[src/rtl/cpu_hazard_ctrl_if.sv]
// Decode-stage hazard bus between the decode/writeback side (master) and the
// scoreboard interlock controller (slave).
interface cpu_hazard_ctrl_if;
  logic        valid_i;
  logic        rd_a_en_i;
  logic [3:0]  rd_a_idx_i;
  logic        rd_b_en_i;
  logic [3:0]  rd_b_idx_i;
  logic        wr_en_i;
  logic [3:0]  wr_idx_i;
  logic        multi_i;
  logic        wb_en_i;
  logic [3:0]  wb_idx_i;
  logic        stall_o;
  logic        issue_o;
  logic [15:0] pending_o;
  logic [3:0]  inflight_o;
  logic        mc_busy_o;
  logic        err_o;

  modport master (
    output valid_i, rd_a_en_i, rd_a_idx_i, rd_b_en_i, rd_b_idx_i,
           wr_en_i, wr_idx_i, multi_i, wb_en_i, wb_idx_i,
    input  stall_o, issue_o, pending_o, inflight_o, mc_busy_o, err_o
  );

  modport slave (
    input  valid_i, rd_a_en_i, rd_a_idx_i, rd_b_en_i, rd_b_idx_i,
           wr_en_i, wr_idx_i, multi_i, wb_en_i, wb_idx_i,
    output stall_o, issue_o, pending_o, inflight_o, mc_busy_o, err_o
  );
endinterface

[src/rtl/cpu_hazard_ctrl.sv]
// Register-scoreboard interlock: stalls decode on RAW/WAW hazards, a full
// write window, or while a multi-cycle op counts down in execute.
module cpu_hazard_ctrl #(
  parameter int unsigned MC_CYCLES    = 8,
  parameter int unsigned MAX_INFLIGHT = 3
) (
  input  logic              clk_i,
  input  logic              rst_i,
  cpu_hazard_ctrl_if.slave  hz
);

  localparam logic [7:0] MC_LOAD = 8'(MC_CYCLES - 1);
  localparam logic [3:0] MAX_INF = 4'(MAX_INFLIGHT);

  logic [15:0] pending_q, pending_d;
  logic [3:0]  inflight_q, inflight_d;
  logic [7:0]  mc_cnt_q, mc_cnt_d;
  logic        err_q, err_d;

  logic raw_a, raw_b, waw, full, mc_busy;
  logic stall, issue;
  logic set_wr, clr_hit, same_idx, inc, dec;

  // Hazards look only at registered state; a same-cycle writeback is not bypassed.
  assign raw_a   = hz.rd_a_en_i & pending_q[hz.rd_a_idx_i];
  assign raw_b   = hz.rd_b_en_i & pending_q[hz.rd_b_idx_i];
  assign waw     = hz.wr_en_i & pending_q[hz.wr_idx_i];
  assign full    = hz.wr_en_i & (inflight_q == MAX_INF);
  assign mc_busy = (mc_cnt_q != 8'd0);

  assign stall = hz.valid_i & (raw_a | raw_b | waw | full | mc_busy);
  assign issue = hz.valid_i & ~stall;

  assign set_wr   = issue & hz.wr_en_i;
  assign clr_hit  = hz.wb_en_i & pending_q[hz.wb_idx_i];
  // Set and clear on one index: the set wins and the count is left alone.
  assign same_idx = set_wr & hz.wb_en_i & (hz.wb_idx_i == hz.wr_idx_i);
  assign inc      = set_wr & ~same_idx;
  assign dec      = clr_hit & (inflight_q != 4'd0);

  always_comb begin
    pending_d = pending_q;
    if (clr_hit) pending_d[hz.wb_idx_i] = 1'b0;
    if (set_wr)  pending_d[hz.wr_idx_i] = 1'b1;
    inflight_d = inflight_q + {3'b000, inc} - {3'b000, dec};
    err_d      = err_q | (hz.wb_en_i & ~pending_q[hz.wb_idx_i]);
    if (issue & hz.multi_i) mc_cnt_d = MC_LOAD;
    else if (mc_busy)       mc_cnt_d = mc_cnt_q - 8'd1;
    else                    mc_cnt_d = mc_cnt_q;
  end

  always_ff @(posedge clk_i or negedge rst_i) begin
    if (!rst_i) begin
      pending_q  <= 16'h0000;
      inflight_q <= 4'd0;
      mc_cnt_q   <= 8'd0;
      err_q      <= 1'b0;
    end else begin
      pending_q  <= pending_d;
      inflight_q <= inflight_d;
      mc_cnt_q   <= mc_cnt_d;
      err_q      <= err_d;
    end
  end

  assign hz.stall_o    = stall;
  assign hz.issue_o    = issue;
  assign hz.pending_o  = pending_q;
  assign hz.inflight_o = inflight_q;
  assign hz.mc_busy_o  = mc_busy;
  assign hz.err_o      = err_q;

endmodule

[src/flat_wrapper.sv]
// flat-port wrapper written by rule: the top's interface ports become plain ports
module cpu_hazard_ctrl_flat 
#(
  parameter int unsigned MC_CYCLES    = 8,
  parameter int unsigned MAX_INFLIGHT = 3
)
  (clk_i, rst_i, hz_valid_i, hz_rd_a_en_i, hz_rd_a_idx_i, hz_rd_b_en_i, hz_rd_b_idx_i, hz_wr_en_i, hz_wr_idx_i, hz_multi_i, hz_wb_en_i, hz_wb_idx_i, hz_stall_o, hz_issue_o, hz_pending_o, hz_inflight_o, hz_mc_busy_o, hz_err_o);
  cpu_hazard_ctrl_if hz_i ();
  input  logic clk_i;
  input  logic rst_i;
  input wire logic [$bits(hz_i.valid_i)-1:0] hz_valid_i;
  input wire logic [$bits(hz_i.rd_a_en_i)-1:0] hz_rd_a_en_i;
  input wire logic [$bits(hz_i.rd_a_idx_i)-1:0] hz_rd_a_idx_i;
  input wire logic [$bits(hz_i.rd_b_en_i)-1:0] hz_rd_b_en_i;
  input wire logic [$bits(hz_i.rd_b_idx_i)-1:0] hz_rd_b_idx_i;
  input wire logic [$bits(hz_i.wr_en_i)-1:0] hz_wr_en_i;
  input wire logic [$bits(hz_i.wr_idx_i)-1:0] hz_wr_idx_i;
  input wire logic [$bits(hz_i.multi_i)-1:0] hz_multi_i;
  input wire logic [$bits(hz_i.wb_en_i)-1:0] hz_wb_en_i;
  input wire logic [$bits(hz_i.wb_idx_i)-1:0] hz_wb_idx_i;
  output wire logic [$bits(hz_i.stall_o)-1:0] hz_stall_o;
  output wire logic [$bits(hz_i.issue_o)-1:0] hz_issue_o;
  output wire logic [$bits(hz_i.pending_o)-1:0] hz_pending_o;
  output wire logic [$bits(hz_i.inflight_o)-1:0] hz_inflight_o;
  output wire logic [$bits(hz_i.mc_busy_o)-1:0] hz_mc_busy_o;
  output wire logic [$bits(hz_i.err_o)-1:0] hz_err_o;
  assign hz_i.valid_i = hz_valid_i;
  assign hz_i.rd_a_en_i = hz_rd_a_en_i;
  assign hz_i.rd_a_idx_i = hz_rd_a_idx_i;
  assign hz_i.rd_b_en_i = hz_rd_b_en_i;
  assign hz_i.rd_b_idx_i = hz_rd_b_idx_i;
  assign hz_i.wr_en_i = hz_wr_en_i;
  assign hz_i.wr_idx_i = hz_wr_idx_i;
  assign hz_i.multi_i = hz_multi_i;
  assign hz_i.wb_en_i = hz_wb_en_i;
  assign hz_i.wb_idx_i = hz_wb_idx_i;
  assign hz_stall_o = hz_i.stall_o;
  assign hz_issue_o = hz_i.issue_o;
  assign hz_pending_o = hz_i.pending_o;
  assign hz_inflight_o = hz_i.inflight_o;
  assign hz_mc_busy_o = hz_i.mc_busy_o;
  assign hz_err_o = hz_i.err_o;
  cpu_hazard_ctrl #(.MC_CYCLES(MC_CYCLES), .MAX_INFLIGHT(MAX_INFLIGHT)) u_core (.clk_i(clk_i), .rst_i(rst_i), .hz(hz_i));
endmodule
[config.mk]
export PLATFORM = sky130hd
export DESIGN_NAME = cpu_hazard_ctrl_flat
export DESIGN_NICKNAME = d
export VERILOG_FILES = /design/src/rtl/cpu_hazard_ctrl_if.sv /design/src/rtl/cpu_hazard_ctrl.sv /design/src/flat_wrapper.sv
export SDC_FILE = /design/constraint.sdc
export NUM_CORES = 1
export LEC_CHECK = 0
export ABC_AREA = 1
export BUFFER_PORTS_ARGS = -buffer_cell sky130_fd_sc_hd__buf_2
export CAP_MARGIN = 20
export CORE_MARGIN = 5
export CORE_UTILIZATION = 40
export CTS_BUF_LIST = sky130_fd_sc_hd__clkbuf_16
export CTS_CLUSTER_DIAMETER = 30
export CTS_CLUSTER_SIZE = 16
export DETAILED_ROUTE_END_ITERATION = 7
export GPL_TIMING_DRIVEN = 0
export REMOVE_ABC_BUFFERS = 1
export SKIP_CTS_REPAIR_TIMING = 1
export SYNTH_ARGS = -nofsm -noshare
export SYNTH_HDL_FRONTEND = slang
export SYNTH_SLANG_ARGS = --single-unit
[constraint.sdc]
create_clock -name clk_i -period 2.2 [get_ports clk_i]
set_clock_uncertainty 0.1 [all_clocks]
set_input_delay 0.22 -clock clk_i [delete_from_list [all_inputs] [get_ports clk_i]]
set_output_delay 0.22 -clock clk_i [all_outputs]
set_load 0.03 [all_outputs]
==> flow_summary.ini, run 1 <==
[synthesis]
synth_top_family_by_area = simple AND/OR/NAND/NOR gates
ys.flop_type = dfrtp_1
muxShareOfSynthArea = 0
synth_most_common_cell = nand2_1
ys_types = 34
yosysSeqAreaShare = 0.309
synthSimpleGateAreaFrac = 0.416
avgSynthCellArea_um2 = 6.41
synth-edff-count = 0
synth_compound_area_frac = 0.108
netlist.area_leader.share = 0.309
syn-cell-area_mm2 = 0.00235
synthTopCellsByCount = 123 x nand2_1, 50 x inv_1, 37 x nor2_1
synth.area.top_cells = dfrtp_1 31%, nand2_1 20%, inv_1 8.0%
synth_seq_cells = 29
yosys.area.top_type = dfrtp_1
synth-xor-area-share = 0.0186
synthAdderAreaFrac = 0.0404
yosys_warnings = 0
async_reset_ff_frac = 1.00
synth_cells = 367

[detailed_routing]
vias = 2653
dr.pass1.iters = 5
wl_mm = 7.21
drt-vias-per-instance = 5.22
drt_iter0_markers = 194
wl_per_cell_um = 14.2
ant_nets = 0
drc = 0

[layout]
n_antenna_cell = 0
layout-drive-gt1-share = 0.238
syn_to_final_growth_pct = 27.9
fillCellCount = 600
nNetsFinal = 463
multiInputGateArea_mm2 = 0.00145
ff_latch_area_um2 = 729

[run_status]
violations = setup timing
status = complete, but fails checks

[die]
initial_core_util = 0.404
dieHeight_um = 86.7
die_x_um = 86.7
core_mm2 = 0.00582
dieArea_mm2 = 0.00751
fp-row-count = 28
num_io_pins = 48

[clocking]
root_buffer = clkbuf_16
clk_latency_ns = 0.28
clk_pin_slew_ns = 0.05
cts_tree = yes
cts_buffers = 5
numClockSinks = 29
cts_buffer_depth = 2
htree_levels = 2

[grt]
first_global_vias = 2336
track_usage = 0.192
met1_usage = 0.256
antenna_found_initial = 0
grt_max_degree = 30
busiest_layer = met2
globalRouteMet2Util = 0.306
grt_pass1_wl_mm = 11.4
use_met3 = 0.0437
grt_overflow = 0

[setup_path]
rrSetupSlack_ns = -0.35
path_cells = inv_2 -> ha_4 -> nand2_4 -> nor3_4 -> inv_2 -> nor2_4 -> nand2_4 -> nor2_8 -> nand3_4 -> nor2_4 -> ha_4 -> inv_2 -> fa_2 -> inv_2
max_stage_delay_ns = 0.52
worst_path_most_repeated_cell = inv_2
cp.arrival_ns = 2.63
cp_slowest_cell = fa_2
critPathLaunchType = flop
criticalPathCategory = flop to flop
cp-end-kind = flop
required_ns = 2.27
path_max_fanout = 5

[power_and_ir_drop]
pwr_density_cell_mw_per_mm2 = 794
leakagePower_nw = 1.64
finalPower_mw = 2.39
peakVddDrop_uv = 678

[sta]
worst_slack_ns = -0.354
finalCritPeriodShare = 1.16
tightest_slew_ns = 0.828
slew_headroom = 0.433
clock.fmax_mhz = 391
setup_viol = 3
slew_viol_final = 0
hold_violations = 0
rsz0062_at_grt = true
setup_tns_ns = -0.704
fin_crit_ns = 2.55

[min_path]
hp-class = primary input to flop

[placement]
dp_hpwl_mm = 5.25
gp_congestion = 0.895
port_buffers = 47

[run]
drv_cap = 0
==> metrics by stage <==
step / utilization / instance area (µm²) / cells / setup slack [ns] / hold slack (ns)
final: 0.517 / 3010 / 508 / -0.354 / 0.125
after global routing: 0.517 / 3010 / 508 / -0.464 / 0.143
after CTS: 0.476 / 2770 / 488 / -0.693 / -0.0865
after detailed placement: 0.452 / 2630 / 480 / -0.690 / 0.207
after global placement: 0.452 / 2630 / 480 / -0.673 / 0.208
after floorplan: - / 2300 / 358 / -0.250 / -0.176
==> state kept, by name, indices dropped and copies added (netlist names) <==
signal,count
u_core.hz.pending_o,16
u_core.mc_cnt_q,8
u_core.hz.inflight_o,4
u_core.hz.err_o,1
==> where the power goes <==
group          total [mW]  switching [mW]  internal, mW
combinational       0.934           0.565         0.369
clock               0.645           0.236         0.409
sequential          0.808           0.137         0.671
==> area by class of cell <==
type | count | area share
sequential | 29 | 0.243
timing repair buffer | 66 | 0.128
tap | 75 | 0.0312
clock inverter | 3 | 0.00458
multi-input combinational | 275 | 0.483
clock buffer | 5 | 0.0416
inverter | 55 | 0.0687
==> cells in the final DEF (no fill, tap or decap), types with 2 or more instances in the layout <==
cell	n
o21ai_1	10
nand2_2	2
buf_2	45
xnor2_1	4
inv_1	46
nand2_1	122
inv_2	10
clkinv_2	2
nor3_1	2
a22oi_1	8
o21ai_0	9
nand2_4	3
clkbuf_16	5
nand3_1	28
ha_4	2
a21oi_1	4
dfrtp_2	3
dfrtp_1	26
ha_1	4
buf_4	20
nor2_1	36
o22ai_1	2
o211ai_1	3
nand4_1	17
nor2_4	5
nand3b_1	2
==> logic make-up (layout without fill, tap and decap cells) <==
kind of cell,after synthesis,count (layout)
AO/OA/AOI/OAI,41,41
XOR/XNOR,5,5
adder cells (fa/ha/maj),7,7
buffers and inverters,64,129
flip-flops,29,29
AND/OR/NAND/NOR,221,222
==> routing by layer <==
layer,share of wire,routed length [µm]
met3,0.086,619
met2,0.48,3430
met4,0.018,131
met5,0,0
met1,0.42,3030
==> worst paths after layout <==
kind / startpoint / end / depth (start not counted)
min in group asynchronous: rst_i / u_core.hz.pending_o[10] / 2
worst max register to register: u_core.mc_cnt_q[1] / u_core.hz.inflight_o[1] / 14
worst min register to register: u_core.hz.err_o / u_core.hz.err_o / 1
worst min-delay path: hz_wb_en_i / u_core.hz.err_o / 3
max in group asynchronous: rst_i / u_core.hz.pending_o[0] / 2
worst max-delay path: u_core.mc_cnt_q[1] / u_core.hz.inflight_o[1] / 14
==> worst max-delay path, delay by kind of cell, from the launching register on <==
| kind | cells | cell delay [ns] |
|---|---|---|
| buffers and inverters | 4 | 0.20 |
| DFF | 1 | 0.40 |
| adders and majority gates | 3 | 0.82 |
| and+or+nand+nor | 7 | 0.91 |
Note: power is estimated with default switching activity, not from simulation.
==> run 2: changes to the inputs <==
- CTS_BUF_LIST: sky130_fd_sc_hd__clkbuf_16 -> unset
==> run 2 against run 1 <==
The flow still finishes with violations (setup timing). Critical path depth unchanged. Global-route usage grew 0.060 points. Sequential cell count did not move. Non-clock buffer count unchanged. Critical path type unchanged. Largest power group unchanged.
==> flow_summary.ini, run 2 (synthesis gave the netlist of run 1 again) <==
[setup_path]
worst_path_most_repeated_cell = inv_2
criticalPathCategory = flop to flop
cp_top_family = simple AND/OR/NAND/NOR gates
r2r_end = u_core.hz.inflight_o[1]
path_max_fanout = 6
cp_num_buf_inv = 4
rrSetupSlack_ns = -0.38
path_cells = inv_2 -> ha_4 -> nand2_4 -> nor3_4 -> inv_2 -> nor2_4 -> nand2_4 -> nor2_8 -> nand3_4 -> nor2_4 -> ha_4 -> inv_2 -> fa_2 -> inv_2
cp.arrival_ns = 2.66
required_ns = 2.28
reg2reg_from = u_core.mc_cnt_q[1]
critPathLaunchType = flop
cp-end-kind = flop
cp_slowest_cell = fa_2
crit_cells = 14
max_stage_delay_ns = 0.52
ff2ff_path_depth = 14

[power_and_ir_drop]
finalPower_mw = 2.17
peakVddDrop_uv = 684
pwr_density_cell_mw_per_mm2 = 737
leakagePower_nw = 1.61

[detailed_routing]
vias = 2637
drt_iter0_markers = 202
drc = 0
ant_nets = 0
wl_per_cell_um = 14.4
wl_mm = 7.30
dr.pass1.iters = 4
drt-vias-per-instance = 5.19

[clocking]
clk_latency_ns = 0.29
cts_buffers = 5
root_buffer = clkbuf_8
cts_buffer_depth = 2
cts_tree = yes
clk_pin_slew_ns = 0.07
htree_levels = 2
numClockSinks = 29

[die]
num_io_pins = 48
initial_core_util = 0.404
core_mm2 = 0.00582
fp-row-count = 28
dieArea_mm2 = 0.00751
die_x_um = 86.7
dieHeight_um = 86.7

[layout]
layout-drive-gt1-share = 0.238
syn_to_final_growth_pct = 25.5
nNetsFinal = 463
layout.cells.most_common = nand2_1
fillCellCount = 603
n_antenna_cell = 0
largest_reg_flops = 16
finalNonFillerCells = 508
layout_common_cells = 122 x nand2_1, 45 x inv_1, 45 x buf_2

[sta]
clock.fmax_mhz = 388
tightest_slew_ns = 0.833
fin_crit_ns = 2.58
finalCritPeriodShare = 1.17
rsz0062_at_grt = true
worst_slack_ns = -0.375
slew_headroom = 0.431
hold_violations = 0
setup_viol = 5
slew_viol_final = 0
setup_tns_ns = -0.950
holdWs_ns = 0.116

[placement]
gp_congestion = 0.895
dp_cells = 480
dp_hpwl_mm = 5.25
port_buffers = 47

[run_status]
violations = setup timing
status = complete, but fails checks

[grt]
grt_max_degree = 30
grt_overflow = 0
antenna_found_initial = 0
track_usage = 0.193
grt_pass1_wl_mm = 11.4
first_global_vias = 2333

[min_path]
hold_path_depth = 3
hold_start = hz_wb_en_i
hp-class = primary input to flop
min_to = u_core.hz.err_o

[run]
drv_cap = 0
run 2: cell types whose count changed in the layout (fill, tap and decap cells not counted), sizes merged:
cell    change
inv         -1
clkbuf      +1
run 2: final cells by class:
class,instances,area (µm²),area share
clock inverters,2,10.0,0.00339
inverters,55,206,0.0700
multi-input cells,275,1450,0.492
clock buffers,6,72.6,0.0246
flip-flops and latches,29,729,0.247
well taps,75,93.8,0.0318
repair buffers,66,385,0.131
run 2: per-layer routing:
metal | global-route usage | part of all wire | vias to the layer above | routed length, µm
met5 | 0 | 0 | - | 0
met4 | 0.0694 | 0.019 | 0 | 138
met3 | 0.0409 | 0.072 | 14 | 528
met2 | 0.307 | 0.46 | 89 | 3390
met1 | 0.257 | 0.44 | 1217 | 3240
li1 | - | - | 1317 | -
run 2: worst max path at each step:
stage | end | startpoint | slack [ns]
2_1_floorplan | u_core.hz.inflight_o[2] | u_core.hz.inflight_o[2] | -0.25
3_3_place_gp | u_core.hz.inflight_o[2] | hz_wb_idx_i[1] | -0.67
3_5_place_dp | u_core.hz.inflight_o[2] | u_core.mc_cnt_q[0] | -0.69
4_1_cts | u_core.hz.inflight_o[2] | u_core.mc_cnt_q[0] | -0.69
5_1_grt | u_core.hz.inflight_o[1] | u_core.mc_cnt_q[0] | -0.49
6_report | u_core.hz.inflight_o[1] | u_core.mc_cnt_q[1] | -0.38
run 2: through the flow:
| stage | util | setup WS, ns | cell area (µm²) |
|---|---|---|---|
| floorplan | - | -0.250 | 2300 |
| global placement | 0.452 | -0.673 | 2630 |
| detailed placement | 0.452 | -0.690 | 2630 |
| CTS | 0.467 | -0.694 | 2710 |
| global route | 0.507 | -0.490 | 2950 |
| finish | 0.507 | -0.375 | 2950 |
run 2: worst register-to-register path, delay by kind of cell (launching register included):
family / cells / cell delay, ns
adders and majority gates: 3 / 0.82
buffers and inverters: 4 / 0.21
DFF: 1 / 0.40
and+or+nand+nor: 7 / 0.94
run 2: power by group:
group          internal, mW  total [mW]  switching (mW)
clock                 0.219       0.436           0.217
combinational         0.369       0.932           0.563
sequential            0.670       0.807           0.137
total                  1.26        2.17           0.917
==> run 3: changes to the inputs <==
- REMOVE_ABC_BUFFERS: 1 -> unset
==> run 3 against run 2 <==
The run still ends with setup timing left. Design area rose by 2.8%. Sequential power rose by 0.5%. First-iteration DRC count rose by 5.4%. Count of clock-buffer cells in the layout did not move. Via count fell by 1.4%. Power rose by 2.4%. Worst hold slack improved by 0.0091 ns.
==> flow_summary.ini, run 3 (synthesis gave the netlist of run 1 again) <==
[sta]
worst_slack_ns = -0.353
rsz0062_at_grt = true
setup_tns_ns = -0.929
tightest_slew_ns = 0.672
finalCritPeriodShare = 1.16
setup_viol = 4
clock.fmax_mhz = 392
slew_viol_final = 0
slew_headroom = 0.552
fin_crit_ns = 2.55
hold_violations = 0

[die]
num_io_pins = 48
fp-row-count = 28
die_x_um = 86.7
dieArea_mm2 = 0.00751
dieHeight_um = 86.7
core_mm2 = 0.00582
initial_core_util = 0.404

[layout]
largest_reg_flops = 16
layout_common_cells = 121 x nand2_1, 45 x inv_1, 45 x buf_2
layout.cells.most_common = nand2_1
layout-drive-gt1-share = 0.283
n_antenna_cell = 0
nNetsFinal = 471
syn_to_final_growth_pct = 29.0
fillCellCount = 610

[clocking]
root_buffer = clkbuf_8
cts_tree = yes
cts_buffers = 5
htree_levels = 2
cts_buffer_depth = 2
clk_pin_slew_ns = 0.07
clk_latency_ns = 0.29
numClockSinks = 29

[setup_path]
cp.arrival_ns = 2.65
required_ns = 2.29
worst_path_most_repeated_cell = inv_2
endpoint = u_core.hz.inflight_o[1]
startpoint = u_core.mc_cnt_q[1]
cp-end-kind = flop
max_stage_delay_ns = 0.52
criticalPathCategory = flop to flop
ff2ff_path_depth = 14
path_cells = inv_2 -> ha_4 -> nand2_4 -> nor3_4 -> inv_2 -> nor2_4 -> nand2_4 -> nor2_8 -> nand3_2 -> nor2_2 -> ha_2 -> inv_2 -> fa_2 -> inv_2
reg2reg_from = u_core.mc_cnt_q[1]
cp_slowest_cell = fa_2
critPathLaunchType = flop
path_max_fanout = 5
rrSetupSlack_ns = -0.35
r2r_end = u_core.hz.inflight_o[1]

[detailed_routing]
dr.pass1.iters = 5
drt-vias-per-instance = 5.04
ant_nets = 0
drt_iter0_markers = 213
wl_mm = 7.26
wl_per_cell_um = 14.1
vias = 2601
drc = 0

[placement]
gp_congestion = 0.901
dp_hpwl_mm = 5.39
port_buffers = 45

[run_status]
violations = setup timing
status = complete, but fails checks

[grt]
antenna_found_initial = 0
grt_pass1_wl_mm = 11.4
grt_overflow = 0
grt_max_degree = 30
first_global_vias = 2331
track_usage = 0.193

[power_and_ir_drop]
leakagePower_nw = 1.63
pwr_density_cell_mw_per_mm2 = 734
peakVddDrop_uv = 688
finalPower_mw = 2.23

[run]
drv_cap = 0

[synthesis]
syn-num-nets = 398

[min_path]
hp-class = primary input to flop
[run 3: changes by cell type in the layout (fill, tap and decap cells not counted), moves of 2 or more]
| cell | previous run | this run |
|---|---|---|
| dfrtp_1 | 26 | 13 |
| dfrtp_2 | 3 | 16 |
| buf_6 | 0 | 4 |
| clkbuf_1 | 1 | 5 |
| a22oi_1 | 8 | 6 |
| a22oi_2 | 0 | 2 |
[run 3: worst max-delay path: cells and delay by family (launching register included)]
kind	cells	cell delay, ns
flip-flops	1	0.40
buffers and inverters	4	0.21
adder cells (fa/ha/maj)	3	0.85
AND/OR/NAND/NOR	7	0.89
[run 3: final cells by class]
type | count | area [µm²] | share of cell area
multi-input cells | 274 | 1450 | 0.479
flip-flops and latches | 29 | 746 | 0.246
repair buffers | 68 | 420 | 0.139
inverters | 55 | 206 | 0.0681
well taps | 75 | 93.8 | 0.0309
clock buffers | 6 | 72.6 | 0.0239
plain buffers | 7 | 32.5 | 0.0107
clock inverters | 2 | 10.0 | 0.00330
[run 3: worst min path at each step]
stage | from | endpoint | slack, ns | cells after the start
2_1_floorplan | rst_i | u_core.hz.err_o | -0.18 | 0
3_5_place_dp | rst_i | u_core.hz.err_o | 0.20 | 1
6_report | hz_wb_en_i | u_core.hz.err_o | 0.12 | 3
3_3_place_gp | rst_i | u_core.hz.err_o | 0.20 | 1
5_1_grt | hz_wb_en_i | u_core.hz.err_o | 0.14 | 3
4_1_cts | rst_i | u_core.hz.err_o | -0.11 | 1
[run 3: through the flow]
step / setup slack (ns) / utilization / hold slack [ns] / area, µm² / cells
6_report: -0.353 / 0.522 / 0.125 / 3030 / 516
5_1_grt: -0.493 / 0.522 / 0.144 / 3030 / 516
4_1_cts: -0.560 / 0.478 / -0.115 / 2780 / 495
3_5_place_dp: -0.759 / 0.464 / 0.199 / 2700 / 487
3_3_place_gp: -0.787 / 0.464 / 0.204 / 2700 / 487
2_1_floorplan: -0.220 / - / -0.176 / 2380 / 367
[run 3: per-layer routing]
metal / GRT usage / up-vias / wire length (µm)
met5: 0 / - / 0
met4: 0.0595 / 0 / 121
met3: 0.0314 / 9 / 414
met2: 0.318 / 85 / 3480
met1: 0.260 / 1181 / 3250
li1: - / 1326 / -
[run 3: where the power goes]
group          switching, mW  internal, mW
registers              0.139         0.672
clock network          0.218         0.219
logic                  0.571         0.407
